[config.mk]
export PLATFORM = sky130hd
export DESIGN_NAME = divide_seq
export DESIGN_NICKNAME = d
export VERILOG_FILES = /design/src/rtl/arith_pkg.sv /design/src/rtl/divide_seq_div_step.sv /design/src/rtl/divide_seq.sv
export SDC_FILE = /design/constraint.sdc
export NUM_CORES = 1
export LEC_CHECK = 0
export BUFFER_PORTS_ARGS = -buffer_cell sky130_fd_sc_hd__clkbuf_2
export CORE_AREA = 3 3 171 173
export CTS_BUF_LIST = sky130_fd_sc_hd__clkbuf_4 sky130_fd_sc_hd__clkbuf_8 sky130_fd_sc_hd__clkbuf_16
export DETAILED_ROUTE_END_ITERATION = 8
export DIE_AREA = 0 0 174 176
export GPL_TIMING_DRIVEN = 0
export SETUP_SLACK_MARGIN = 0.2
export SLEW_MARGIN = 20
export SYNTH_ARGS = -nofsm -noshare
export SYNTH_HDL_FRONTEND = slang
export SYNTH_SLANG_ARGS = --single-unit
[constraint.sdc]
create_clock -name clk -period 3.7 [get_ports clk]
set_input_delay 1.11 -clock clk [delete_from_list [all_inputs] [get_ports clk]]
set_output_delay 1.11 -clock clk [all_outputs]
set_load 0.01 [all_outputs]
[src/rtl/arith_pkg.sv]
// Shared definitions for the sequential arithmetic examples (multiplier/divider).
package arith_pkg;

  localparam int unsigned DIV_WIDTH = 32;

  typedef enum logic [1:0] {
    IDLE = 2'd0,
    RUN  = 2'd1,
    DONE = 2'd2
  } div_state_e;

endpackage

[src/rtl/divide_seq_div_step.sv]
// One restoring shift-subtract step: shift in the next dividend bit, trial-subtract
// the divisor, keep the difference only when it did not borrow.
module div_step
  import arith_pkg::*;
#(
  parameter int unsigned WIDTH = DIV_WIDTH
) (
  input  logic [WIDTH-1:0] r_w,
  input  logic             q_msb,
  input  logic [WIDTH-1:0] d_w,
  output logic [WIDTH-1:0] r_next,
  output logic             q_bit
);

  logic [WIDTH:0] s;
  logic [WIDTH:0] t;

  always_comb begin
    s      = {r_w, q_msb};
    t      = s - {1'b0, d_w};
    q_bit  = ~t[WIDTH];
    r_next = q_bit ? t[WIDTH-1:0] : s[WIDTH-1:0];
  end

endmodule

[src/rtl/divide_seq.sv]
// Sequential restoring divider: one quotient bit per clock, WIDTH cycles from accept
// to fin; divide-by-zero completes in the accept cycle with dbz set.
module divide_seq
  import arith_pkg::*;
#(
  parameter int unsigned WIDTH = DIV_WIDTH,
  parameter int unsigned CNT_W = 8
) (
  input  logic             clk,
  input  logic             reset,
  input  logic             start,
  input  logic [WIDTH-1:0] dividend,
  input  logic [WIDTH-1:0] divisor,
  output logic             busy,
  output logic             fin,
  output logic             dbz,
  output logic [WIDTH-1:0] quotient,
  output logic [WIDTH-1:0] remainder
);

  localparam logic [CNT_W-1:0] CNT_LOAD = CNT_W'(WIDTH);
  localparam logic [CNT_W-1:0] CNT_ONE  = CNT_W'(1);

  div_state_e       state_q, state_d;
  logic [WIDTH-1:0] q_w_q, q_w_d;
  logic [WIDTH-1:0] r_w_q, r_w_d;
  logic [WIDTH-1:0] d_w_q, d_w_d;
  logic [CNT_W-1:0] cnt_q, cnt_d;
  logic             busy_q, busy_d;
  logic             fin_q, fin_d;
  logic             dbz_q, dbz_d;
  logic [WIDTH-1:0] quotient_q, quotient_d;
  logic [WIDTH-1:0] remainder_q, remainder_d;

  logic [WIDTH-1:0] step_r;
  logic             step_q;
  logic [WIDTH-1:0] q_shift;

  div_step #(.WIDTH(WIDTH)) u_step (
    .r_w    (r_w_q),
    .q_msb  (q_w_q[WIDTH-1]),
    .d_w    (d_w_q),
    .r_next (step_r),
    .q_bit  (step_q)
  );

  always_comb begin
    state_d     = state_q;
    q_w_d       = q_w_q;
    r_w_d       = r_w_q;
    d_w_d       = d_w_q;
    cnt_d       = cnt_q;
    busy_d      = busy_q;
    fin_d       = fin_q;
    dbz_d       = dbz_q;
    quotient_d  = quotient_q;
    remainder_d = remainder_q;
    q_shift     = {q_w_q[WIDTH-2:0], step_q};

    unique case (state_q)
      IDLE, DONE: begin
        if (start) begin
          if (divisor == '0) begin
            quotient_d  = '1;
            remainder_d = dividend;
            dbz_d       = 1'b1;
            fin_d       = 1'b1;
            busy_d      = 1'b0;
            state_d     = DONE;
          end else begin
            q_w_d   = dividend;
            r_w_d   = '0;
            d_w_d   = divisor;
            cnt_d   = CNT_LOAD;
            busy_d  = 1'b1;
            fin_d   = 1'b0;
            dbz_d   = 1'b0;
            state_d = RUN;
          end
        end
      end
      RUN: begin
        r_w_d = step_r;
        q_w_d = q_shift;
        cnt_d = cnt_q - CNT_ONE;
        // Final iteration publishes straight from the step, not from q_w/r_w.
        if (cnt_q == CNT_ONE) begin
          quotient_d  = q_shift;
          remainder_d = step_r;
          fin_d       = 1'b1;
          busy_d      = 1'b0;
          state_d     = DONE;
        end
      end
      default: state_d = IDLE;
    endcase
  end

  always_ff @(posedge clk) begin
    if (reset) begin
      state_q     <= IDLE;
      q_w_q       <= '0;
      r_w_q       <= '0;
      d_w_q       <= '0;
      cnt_q       <= '0;
      busy_q      <= 1'b0;
      fin_q       <= 1'b0;
      dbz_q       <= 1'b0;
      quotient_q  <= '0;
      remainder_q <= '0;
    end else begin
      state_q     <= state_d;
      q_w_q       <= q_w_d;
      r_w_q       <= r_w_d;
      d_w_q       <= d_w_d;
      cnt_q       <= cnt_d;
      busy_q      <= busy_d;
      fin_q       <= fin_d;
      dbz_q       <= dbz_d;
      quotient_q  <= quotient_d;
      remainder_q <= remainder_d;
    end
  end

  assign busy      = busy_q;
  assign fin       = fin_q;
  assign dbz       = dbz_q;
  assign quotient  = quotient_q;
  assign remainder = remainder_q;

endmodule

# Yosys cells after proc, flatten, opt, wreduce, memory -nomap -nowiden
# Index checks and enable logic that the tools add are counted.
# Widths: inputs -> output; s select.
[word_totals]
inputBits = 67
wordCells = 61
out_inout_bits = 67
ff_bits = 173
[classes]
n_reduce_logical = 10
bitwise_logic = 2
n_addsub = 2
n_eq_ne = 7
mux = 30
[op_table]
columns = ["operator", "n"]
rows = [
  ["$mux 32", 11],
  ["$pmux 32 s2", 4],
  ["$sub 33x32->33", 1],
  ["$logic_not 32->1", 1],
  ["$mux 8", 2],
  ["$pmux 8 s2", 1],
  ["$reduce_and 3->1", 3],
  ["$eq 8x1->1 const B", 1],
  ["$ne 2x2->1 const B", 4],
  ["$sub 8x1->8 const B", 1],
  ["$mux 1", 6],
  ["$mux 2", 3],
  ["$pmux 1 s2", 2],
  ["$pmux 2 s2", 1],
  ["$reduce_and 2->1", 2],
  ["$reduce_and 4->1", 1],
  ["$eq 2x1->1 const B", 1],
  ["$eq 2x2->1 const B", 1],
  ["$logic_not 2->1", 1],
  ["$not 1->1", 2],
  ["$reduce_bool 2->1", 1],
  ["$reduce_or 2->1", 1],
]

# Logic depth before layout (Yosys ltp)
# Gate-level depths: netlist of run 1.
[depth]
word_depth = 4
mapped_depth = 15
ltp_nobuf = 12

# Modules after synthesis
# Synthesis of run 1 repeated with hierarchy kept, for this count alone.
[hier_totals]
hier_cells = 1076
hier_area_um2 = 9136.3
[by_module_without_submodules]
columns = ["mod", "cells_each", "n_inst", "area_per_inst_um2", "seq_area_each_um2"]
rows = [
  ["divide_seq", 771, 1, 6777.8, 3463.3],
  ["div_step", 305, 1, 2358.5, 0.0],
]

# Worst setup path before layout of run 1
# Ideal clock, no wire load.
[synth_path]
kind = "reg2reg"
startpoint = "reg q_w_q[31]"
endpoint = "reg remainder_q[16], in the netlist remainder[16]"
n_path_buf = 2
stages_incl_launch_ff = 15
t_arrival_ns = 2.822
synth_period_minus_slack_ns = 2.938
t_required_ns = 3.584
path_slack_ns = 0.762
path_cell_list = "dfxtp_1 inv_1 ha_1 fa_1 nand2b_1 a21oi_1 o2111a_1 o211ai_1 and2_4 o311ai_4 buf_6 buf_12 mux2i_1 o211ai_1 o211a_1"
[synth_between]
elab_chain_cells = 4
[synth_lines]
columns = ["item", "line_no", "source"]
rows = [
  ["start, declared", "divide_seq.sv:25", "logic [WIDTH-1:0] q_w_q, q_w_d;"],
  ["start signal, assigned", "divide_seq.sv:113", "q_w_q <= q_w_d;"],
  ["$sub 33x32->33", "divide_seq_div_step.sv:20", "t = s - {1'b0, d_w};"],
  ["$mux 32", "divide_seq_div_step.sv:22", "r_next = q_bit ? t[WIDTH-1:0] : s[WIDTH-1:0];"],
  ["$mux 32", "divide_seq.sv:87", "if (cnt_q == CNT_ONE) begin"],
  ["$pmux 32 s2", "divide_seq.sv:60", "unique case (state_q)"],
  ["end signal, assigned", "divide_seq.sv:121", "remainder_q <= remainder_d;"],
  ["end, declared", "divide_seq.sv:33", "logic [WIDTH-1:0] remainder_q, remainder_d;"],
]
# No other way between the ends. The select of a mux whose other input is x is not followed.
# A chain may end at the register's enable or synchronous reset.

# Worst setup path after layout of run 1
[layout_path]
startpoint = "reg q_w_q[31]"
endpoint = "reg remainder_q[24], in the netlist remainder[24]"
# Same word-level chain as after synthesis.

==> results of run 1 <==
==> timing repair <==
action / CTS / global route
setup buffers: 0 / 2
pin swaps: 0 / 2
endpoints found under the setup margin: 38 / 79
gates resized for setup: 16 / 6
==> registers in the layout, summed over array words and instances, names as in the netlist, 2 cells and up <==
| name | count |
|---|---|
| d_w_q | 32 |
| q_w_q | 32 |
| quotient | 32 |
| state_q | 2 |
| remainder | 32 |
| cnt_q | 8 |
| r_w_q | 32 |
==> synthesized netlist by cell type, types with 10 or more instances <==
cell,n
xnor2_1,19
a311oi_1,31
buf_2,10
nor4_1,11
a21oi_1,89
inv_1,43
nor2_1,112
o211ai_1,10
clkbuf_1,59
nand2_1,204
mux2i_1,22
xor2_1,10
ha_1,34
o21ai_0,70
a31oi_1,10
nand3_1,12
a21o_1,24
nor3_1,17
a211oi_1,40
dfxtp_1,173
==> worst max-delay path by stage <==
| stage | start | endpoint | slack [ns] | cells after the start |
|---|---|---|---|---|
| detailed placement | divisor[31] | r_w_q[10] | -0.52 | 11 |
| finish | q_w_q[31] | remainder[24] | 0.30 | 14 |
| global route | q_w_q[31] | r_w_q[23] | 0.21 | 15 |
| global placement | divisor[31] | r_w_q[15] | -0.55 | 11 |
| CTS | q_w_q[31] | remainder[16] | 0.17 | 14 |
| floorplan | q_w_q[31] | remainder[16] | 0.76 | 14 |
==> report_power, final <==
part | switching (mW) | internal [mW]
clock | 0.879 | 0.986
sequential | 0.181 | 2.08
combinational | 2.39 | 1.69
total | 3.45 | 4.76
==> worst max-delay path: cells and delay by family, from the launching register on <==
family,cells,cell delay (ns)
adders and majority gates,2,0.62
and+or+nand+nor,2,0.42
DFF,1,0.35
muxes,1,0.35
buffers and inverters,3,0.39
AOI/OAI and AO/OA,6,1.11
==> cell families (layout without fill, tap and decap cells) <==
logic type,after synthesis,in the layout,share of synthesized area [%]
mux,23,23,2.61
xor+xnor,29,29,2.87
compound gates,334,334,25.0
simple gates,406,406,19.6
flops,173,173,39.1
fa+ha+maj,35,35,5.03
buf+inv,119,286,5.85
==> metal layers <==
metal / part of all wire, % / global-route usage [%] / wire [um]
met1: 47 / 26.3 / 13900
met3: 6.0 / 3.44 / 1770
met5: 0.16 / 0 / 47
met4: 1.4 / 4.83 / 406
met2: 45 / 30.0 / 13300
==> area by class of cell <==
class                   instances  area, um2  area share (%)
multi-input cells             827       4950            46.2
flip-flops and latches        173       3460            32.3
repair buffers                135        693            6.47
well taps                     378        473            4.42
clock buffers                  18        439            4.10
plain buffers                  75        355            3.32
clock inverters                14        169            1.58
inverters                      44        165            1.54
==> layout by cell type, fill, tap and decap left out, types with 12 or more instances in the layout <==
cell type / netlist / layout
ha_1: 34 / 34
nand2_1: 204 / 203
xnor2_1: 19 / 19
o21ai_0: 70 / 70
clkbuf_2: 0 / 135
mux2i_1: 22 / 12
a21o_1: 24 / 24
inv_1: 43 / 43
nor2_1: 112 / 111
dfxtp_1: 173 / 172
nand3_1: 12 / 12
nor3_1: 17 / 17
clkbuf_16: 0 / 17
a211oi_1: 40 / 39
clkbuf_1: 59 / 57
a311oi_1: 31 / 31
a21oi_1: 89 / 88
==> metrics by stage <==
stage / hold WS, ns / util, % / setup WS (ns)
after floorplan: 0.436 / - / 0.762
after global placement: 0.443 / 36.0 / -0.546
after detailed placement: 0.447 / 36.0 / -0.520
after CTS: 0.456 / 38.4 / 0.166
after global routing: 0.478 / 38.6 / 0.206
final: 0.453 / 38.6 / 0.303
==> impl_metrics.env, run 1 <==
export IMPL_period_minus_slack_ns=3.40
export IMPL_crit_path_start_kind="flip-flop"
export IMPL_cts_sinks=173
export IMPL_end_kind="flip-flop"
export IMPL_finClkSkew_ns=0.0104
export IMPL_finalHoldViolCount=0
export IMPL_hold_end="d_w_q[19]"
export IMPL_drt_iter0_markers=765
export IMPL_synth_area_um2=8860
export IMPL_diodes=0
export IMPL_clockRootBuffer="clkbuf_16"
export IMPL_via_count=8636
export IMPL_min_period_over_period_pct=91.8
export IMPL_p_leak_nw=4.27
export IMPL_die_y_um=176
export IMPL_min_path_cells=2
export IMPL_die_w_um=174
export IMPL_core_rowCount=61
export IMPL_grtUsageTotal_pct=18.8
export IMPL_ir_worst_vdd_v=0.000392
export IMPL_synth_seq_cells=173
export IMPL_routed_wl_mm=29.4
export IMPL_setup_tns_ns=0
export IMPL_yosysWarningCount=0
export IMPL_cp_data_required_time_ns=4.00
export IMPL_setup_violations=0
export IMPL_syn_num_nets=1221
export IMPL_vias_per_cell=5.19
export IMPL_dpl_cell_count=1630
export IMPL_critPathKind="reg -> reg"
export IMPL_holdBufCountCts=0
export IMPL_start_util_pct=31.9
export IMPL_syn_to_final_growth_pct=20.9
export IMPL_portBuffers=133
export IMPL_drv_slew=0
export IMPL_final_cell_area_um2=10700
export IMPL_synth_cells=1119
export IMPL_slowest_stage="fa_1"
export IMPL_grt_max_degree=19
export IMPL_synth_avg_cell_area_um2=7.91
export IMPL_cts_max_path_buffers=2
export IMPL_tightest_slew_ns=1.20
export IMPL_wl_per_cell_um=17.7
export IMPL_async_flop_share_pct=0
export IMPL_die_area_um2=30600
export IMPL_drive_gt1_share_pct=17.4
export IMPL_placed_area_um2=9990
export IMPL_firstDrtPassIters=5
export IMPL_finalNonFillerCells=1664
export IMPL_worstReg2RegStart="q_w_q[31]"
export IMPL_cts_clk_slew_worst_paths_ns=0.07
export IMPL_crit_chain="inv_1 -> ha_1 -> fa_1 -> nand2b_1 -> a21oi_2 -> o2111a_2 -> o211ai_1 -> and2_4 -> o311ai_4 -> buf_6 -> buf_12 -> mux2i_2 -> a21o_1 -> a21oi_2"
export IMPL_status="finished, final reports clean"
export IMPL_r2r_cells=14
export IMPL_fmax_mhz=294
export IMPL_grt_pass1_vias=8102
export IMPL_place_congestion=0.876
export IMPL_cts_buffers=17
export IMPL_critPathMaxFanout=10
export IMPL_ys_types=65
export IMPL_clk_latency_ns=0.44
export IMPL_power_mw=8.21
export IMPL_synth_top_area_share_pct=39.1
export IMPL_antenna_found_initial=3
export IMPL_drcViolationCount=0
export IMPL_nets=1375
export IMPL_coreArea_um2=27800
export IMPL_worst_hold_startpoint="d_w_q[19]"
export IMPL_slowest_delay_ns=0.41
export IMPL_cts_tree="yes"
export IMPL_synth_top_area_cell="dfxtp_1"
export IMPL_seq_area_frac_synth_pct=39.1
export IMPL_pin_count=134
export IMPL_crit_path_frequent_cell="a21oi_2"
export IMPL_h_tree_depth=4
export IMPL_min_path_type="reg -> reg"
export IMPL_synth_area_leaders="dfxtp_1, nand2_1, a21oi_1"
export IMPL_hpwl_mm=23.1
export IMPL_r2r_slack_ns=0.30
export IMPL_grt_ovfl_total=0
export IMPL_ant_nets=0
export IMPL_grt_setup_unrepaired="false"
export IMPL_cellPowerDensity_nw_per_um2=767
export IMPL_fillCellCount=2997
export IMPL_synth_edff_count=0
export IMPL_slew_limit_headroom_pct=19.7
export IMPL_grt_pass1_wl_mm=45.5
export IMPL_drv_cap=0
export IMPL_r2r_end="remainder[24]"
export IMPL_arrival_ns=3.70
export IMPL_dominantRegCellSynth="dfxtp_1"
Note: power is estimated with default switching activity, not from simulation.
==> run 2, diff against run 1 <==
==> constraint.sdc (replaced) <==
create_clock -name clk -period 3.7 [get_ports clk]
set_input_delay 0 -clock clk [delete_from_list [all_inputs] [get_ports clk]]
set_output_delay 0 -clock clk [all_outputs]
set_load 0.01 [all_outputs]
==> run 2 against run 1 <==
Net effect: register-to-register slack is essentially flat; count of clock-buffer cells in the layout is the same; flip-flop and latch count did not move; critical endpoint is now remainder[15]; critical path depth unchanged; routed wire length increased by 1.5%; via count rose by 2.2%; largest cell class unchanged; largest power group unchanged; global-route usage up 0.24 points; total power grew 0.65%.
==> impl_metrics.env, run 2 (same netlist as run 1, synthesis figures left out) <==
export IMPL_min_period_over_period_pct=91.7
export IMPL_grt_pass1_vias=8405
export IMPL_clk_latency_ns=0.44
export IMPL_firstDrtPassIters=7
export IMPL_slew_limit_headroom_pct=19.6
export IMPL_pin_count=134
export IMPL_grtUsageTotal_pct=19.0
export IMPL_die_area_um2=30600
export IMPL_period_minus_slack_ns=3.39
export IMPL_cp_data_required_time_ns=4.02
export IMPL_die_y_um=176
export IMPL_clockRootBuffer="clkbuf_16"
export IMPL_finClkSkew_ns=0.00942
export IMPL_end_kind="flip-flop"
export IMPL_core_rowCount=61
export IMPL_critPathKind="reg -> reg"
export IMPL_antenna_found_initial=2
export IMPL_grt_ovfl_total=0
export IMPL_placed_area_um2=9990
export IMPL_crit_chain="inv_1 -> ha_1 -> fa_1 -> nand2b_1 -> a21oi_2 -> o2111a_2 -> o211ai_1 -> and2_4 -> o311ai_4 -> buf_6 -> buf_12 -> mux2i_2 -> a21o_1 -> a21oi_2"
export IMPL_wl_met1_mm=14.2
export IMPL_crit_path_frequent_cell="a21oi_2"
export IMPL_fin_util_pct=40.9
export IMPL_highest_layer="met5"
export IMPL_routed_wl_mm=29.9
export IMPL_via_count=8830
export IMPL_final_common_cell="nand2_1"
export IMPL_drcViolationCount=0
export IMPL_hpwl_mm=23.1
export IMPL_setup_tns_ns=0
export IMPL_start_util_pct=31.9
export IMPL_grt_setup_unrepaired="false"
export IMPL_power_mw=8.27
export IMPL_mostFrequentLayoutCells="nand2_1, dfxtp_1, clkbuf_2, nor2_1, a21oi_1"
export IMPL_slowest_delay_ns=0.41
export IMPL_cts_tree="yes"
export IMPL_status="finished, final reports clean"
export IMPL_cts_buffers=17
export IMPL_setup_violations=0
export IMPL_cts_clk_slew_worst_paths_ns=0.08
export IMPL_drv_cap=0
export IMPL_crit_path_start_kind="flip-flop"
export IMPL_dr_wl_met3_mm=1.65
export IMPL_drive_gt1_share_pct=16.4
export IMPL_ant_nets=0
export IMPL_coreArea_um2=27800
export IMPL_place_ws_ns=0.0488
export IMPL_cts_max_path_buffers=2
export IMPL_final_cell_area_um2=11400
export IMPL_drt_iter0_markers=750
export IMPL_portBuffers=133
export IMPL_vias_per_cell=5.10
export IMPL_finalHoldViolCount=0
export IMPL_drv_slew=0
export IMPL_ir_worst_vdd_v=0.000392
export IMPL_die_w_um=174
export IMPL_nets=1440
export IMPL_wl_met2_mm=13.6
export IMPL_fmax_mhz=295
export IMPL_final_setup_worst_slack_ns=0.306
export IMPL_critPathMaxFanout=10
export IMPL_syn_to_final_growth_pct=28.2
export IMPL_grt_pass1_wl_mm=46.3
export IMPL_cellPowerDensity_nw_per_um2=728
export IMPL_arrival_ns=3.71
export IMPL_min_path_type="in -> reg"
export IMPL_wl_per_cell_um=17.3
export IMPL_h_tree_depth=4
export IMPL_place_congestion=0.876
export IMPL_grt_max_degree=19
export IMPL_tightest_slew_ns=1.20
export IMPL_slowest_stage="fa_1"
export IMPL_p_leak_nw=4.54
export IMPL_cts_sinks=173
-- run 2: routing by layer --
metal / track usage (%) / vias to the layer above
met5: 0 / -
met4: 5.03 / 2
met3: 3.14 / 39
met2: 30.9 / 268
met1: 26.4 / 4127
li1: - / 4394
-- run 2: worst paths after layout --
kind | start | endpoint | slack, ns | depth (start not counted)
worst max-delay path | q_w_q[31] | remainder[15] | 0.31 | 14
worst min-delay path | reset | r_w_q[5] | 0.09 | 4
worst max register to register | q_w_q[31] | remainder[15] | 0.31 | 14
worst min register to register | d_w_q[19] | d_w_q[19] | 0.45 | 2
-- run 2: through the flow --
| stage | hold slack [ns] | instances |
|---|---|---|
| after detailed placement | 0.244 | 1630 |
| after CTS | 0.0632 | 1727 |
| after floorplan | 0.136 | 1119 |
| final | 0.0859 | 1730 |
| after global routing | 0.0927 | 1730 |
| after global placement | 0.245 | 1630 |
-- run 2: worst max-delay path, delay by kind of cell, from the launching register on --
family,cells,cell delay [ns]
simple gates,2,0.42
flops,1,0.35
fa+ha+maj,2,0.62
mux,1,0.34
buf+inv,3,0.40
compound gates,6,1.12
-- run 2: timing repair --
action	4_1_cts	5_1_grt
endpoints found under the hold margin	78	0
hold buffers	65	0
setup buffers	0	2
gates resized for setup	13	8
pin swaps	0	2
endpoints found under the setup margin	21	47
-- run 2: report_power, final --
part / switching, mW / total (mW) / internal [mW]
Clock: 0.878 / 1.86 / 0.985
Combinational: 2.41 / 4.14 / 1.74
Sequential: 0.182 / 2.26 / 2.08
Total: 3.46 / 8.27 / 4.80
-- run 2: cell type report --
type	instances	area, um2
Fill cell	2935	16400
Multi-Input combinational cell	827	4940
Sequential cell	173	3460
Timing Repair Buffer	200	1340
Tap cell	378	473
Clock buffer	18	439
Buffer	75	355
Clock inverter	14	169
Inverter	44	165
Antenna cell	1	2.50
==> run 3, diff against run 2 <==
--- a/config.mk
+++ b/config.mk
@@ -7,10 +7,10 @@
 export LEC_CHECK = 0
 export BUFFER_PORTS_ARGS = -buffer_cell sky130_fd_sc_hd__clkbuf_2
 export CORE_AREA = 3 3 171 173
-export CTS_BUF_LIST = sky130_fd_sc_hd__clkbuf_4 sky130_fd_sc_hd__clkbuf_8 sky130_fd_sc_hd__clkbuf_16
 export DETAILED_ROUTE_END_ITERATION = 8
 export DIE_AREA = 0 0 174 176
 export GPL_TIMING_DRIVEN = 0
+export HOLD_SLACK_MARGIN = 0.15
 export SETUP_SLACK_MARGIN = 0.2
 export SLEW_MARGIN = 20
 export SYNTH_ARGS = -nofsm -noshare
==> run 3 against run 2 <==
Net effect: worst setup slack worse by 0.0049 ns; fmax down 0.14%; combinational power about the same; die area unchanged; sequential share of layout area about the same; critical endpoint is now remainder[20]; non-clock buffer count up 1; total power about the same.
==> impl_metrics.env, run 3 (same netlist as run 1, synthesis figures left out) <==
export IMPL_status="finished, final reports clean"
export IMPL_cp_top_family="compound AO/OA/AOI/OAI gates"
export IMPL_clk_latency_ns=0.44
export IMPL_min_path_type="in -> reg"
export IMPL_placed_area_um2=9990
export IMPL_coreArea_um2=27800
export IMPL_die_y_um=176
export IMPL_h_tree_depth=4
export IMPL_critPathMaxFanout=10
export IMPL_grt_pass1_vias=8411
export IMPL_cp_data_required_time_ns=4.00
export IMPL_slew_limit_headroom_pct=18.6
export IMPL_grt_pass1_wl_mm=46.3
export IMPL_ir_worst_vdd_v=0.000390
export IMPL_syn_to_final_growth_pct=28.3
export IMPL_ant_nets=0
export IMPL_cts_tree="yes"
export IMPL_grtUsageTotal_pct=19.0
export IMPL_critPathKind="reg -> reg"
export IMPL_nets=1441
export IMPL_vias_per_cell=5.11
export IMPL_cellPowerDensity_nw_per_um2=727
export IMPL_antenna_found_initial=2
export IMPL_grt_ovfl_total=0
export IMPL_finalHoldViolCount=0
export IMPL_core_rowCount=61
export IMPL_drt_iter0_markers=786
export IMPL_end_kind="flip-flop"
export IMPL_arrival_ns=3.70
export IMPL_drcViolationCount=0
export IMPL_period_minus_slack_ns=3.40
export IMPL_critPathBufInv=3
export IMPL_routed_wl_mm=29.9
export IMPL_cts_clk_slew_worst_paths_ns=0.07
export IMPL_finClkSkew_ns=0.0105
export IMPL_crit_path_frequent_cell="a21oi_2"
export IMPL_r2r_slack_ns=0.30
export IMPL_firstDrtPassIters=5
export IMPL_p_leak_nw=4.55
export IMPL_drv_cap=0
export IMPL_fillCellCount=2935
export IMPL_drive_gt1_share_pct=16.3
export IMPL_final_common_cell="nand2_1"
export IMPL_crit_path_start_kind="flip-flop"
export IMPL_start_util_pct=31.9
export IMPL_place_congestion=0.876
export IMPL_finalNonFillerCells=1731
export IMPL_worstReg2RegStart="q_w_q[31]"
export IMPL_die_area_um2=30600
export IMPL_die_w_um=174
export IMPL_crit_chain="inv_1 -> ha_1 -> fa_1 -> nand2b_1 -> a21oi_2 -> o2111a_2 -> o211ai_1 -> and2_4 -> o311ai_4 -> buf_6 -> buf_12 -> mux2i_2 -> a21o_1 -> a21oi_2"
export IMPL_portBuffers=133
export IMPL_fmax_mhz=294
export IMPL_via_count=8841
export IMPL_grt_max_degree=19
export IMPL_setup_tns_ns=0
export IMPL_setup_violations=0
export IMPL_drv_slew=0
export IMPL_r2r_end="remainder[20]"
export IMPL_tightest_slew_ns=1.22
export IMPL_multi_input_area_um2=4940
export IMPL_slowest_stage="fa_1"
export IMPL_min_period_over_period_pct=91.9
export IMPL_slowest_delay_ns=0.41
export IMPL_cts_sinks=173
export IMPL_cts_max_path_buffers=2
export IMPL_cp_depth=14
export IMPL_cts_buffers=17
export IMPL_crit_end="remainder[20]"
export IMPL_dpl_cell_count=1630
export IMPL_r2r_cells=14
export IMPL_final_cell_area_um2=11400
export IMPL_wl_per_cell_um=17.3
export IMPL_clockRootBuffer="clkbuf_16"
export IMPL_mostFrequentLayoutCells="nand2_1, dfxtp_1, clkbuf_2, nor2_1, a21oi_1"
export IMPL_hpwl_mm=23.1
export IMPL_cp_startpoint="q_w_q[31]"
export IMPL_seq_area_um2=3460
export IMPL_grt_setup_unrepaired="false"
export IMPL_pin_count=134
-- run 3: area by class of cell --
type                    count  share of cell area (%)
multi-input cells         827                    43.5
flip-flops and latches    173                    30.5
repair buffers            201                    11.9
well taps                 378                    4.16
clock buffers              18                    3.87
plain buffers              75                    3.13
clock inverters            14                    1.49
inverters                  44                    1.45
diodes                      1                  0.0220
-- run 3: worst reg2reg max path: stages, from the launching register on --
cell,delay [ns]
dfxtp_2,0.36
inv_1,0.05
ha_1,0.21
fa_1,0.41
nand2b_1,0.20
a21oi_2,0.22
o2111a_2,0.26
o211ai_1,0.16
and2_4,0.22
o311ai_4,0.26
buf_6,0.18
buf_12,0.17
mux2i_2,0.34
a21o_1,0.18
a21oi_2,0.05
-- run 3: worst min-delay path by stage --
stage                      startpoint  cells after the start   endpoint  slack [ns]
after floorplan           divisor[10]                      2  d_w_q[10]        0.14
after global placement     divisor[8]                      3   d_w_q[8]        0.25
after detailed placement  divisor[11]                      3  d_w_q[11]        0.24
after CTS                 divisor[21]                      4  d_w_q[21]        0.34
after global routing      divisor[26]                      4  d_w_q[26]        0.36
final                     divisor[22]                      4  d_w_q[22]        0.34
-- run 3: per-layer routing --
layer  up-vias  track usage (%)  share of wire (%)
li1       4396                -                  -
met1      4109             26.3                 47
met2       299             30.9                 46
met3        35             3.14                5.7
met4         2             5.03                1.5
met5         -                0              0.044
-- run 3: where the power goes --
part	internal, mW	total, mW	switching (mW)
Sequential	2.08	2.26	0.181
Combinational	1.74	4.14	2.40
Clock	0.986	1.86	0.876
Total	4.80	8.26	3.46
-- run 3: timing repair --
item | 4_1_cts | 5_1_grt
setup endpoints to repair | 21 | 47
gates resized for setup | 13 | 8
pin swaps | 0 | 2
setup buffers | 0 | 2
hold buffers | 66 | 0
hold endpoints to repair | 101 | 0
-- run 3: through the flow --
| stage | util [%] | hold slack (ns) | setup WS (ns) | total power [mW] |
|---|---|---|---|---|
| floorplan | - | 0.136 | 0.762 | 5.04 |
| global placement | 36.0 | 0.245 | 0.0579 | 6.02 |
| detailed placement | 36.0 | 0.244 | 0.0488 | 6.05 |
| CTS | 40.7 | 0.336 | 0.135 | 8.16 |
| global route | 40.9 | 0.356 | 0.207 | 8.77 |
| finish | 40.9 | 0.342 | 0.301 | 8.26 |
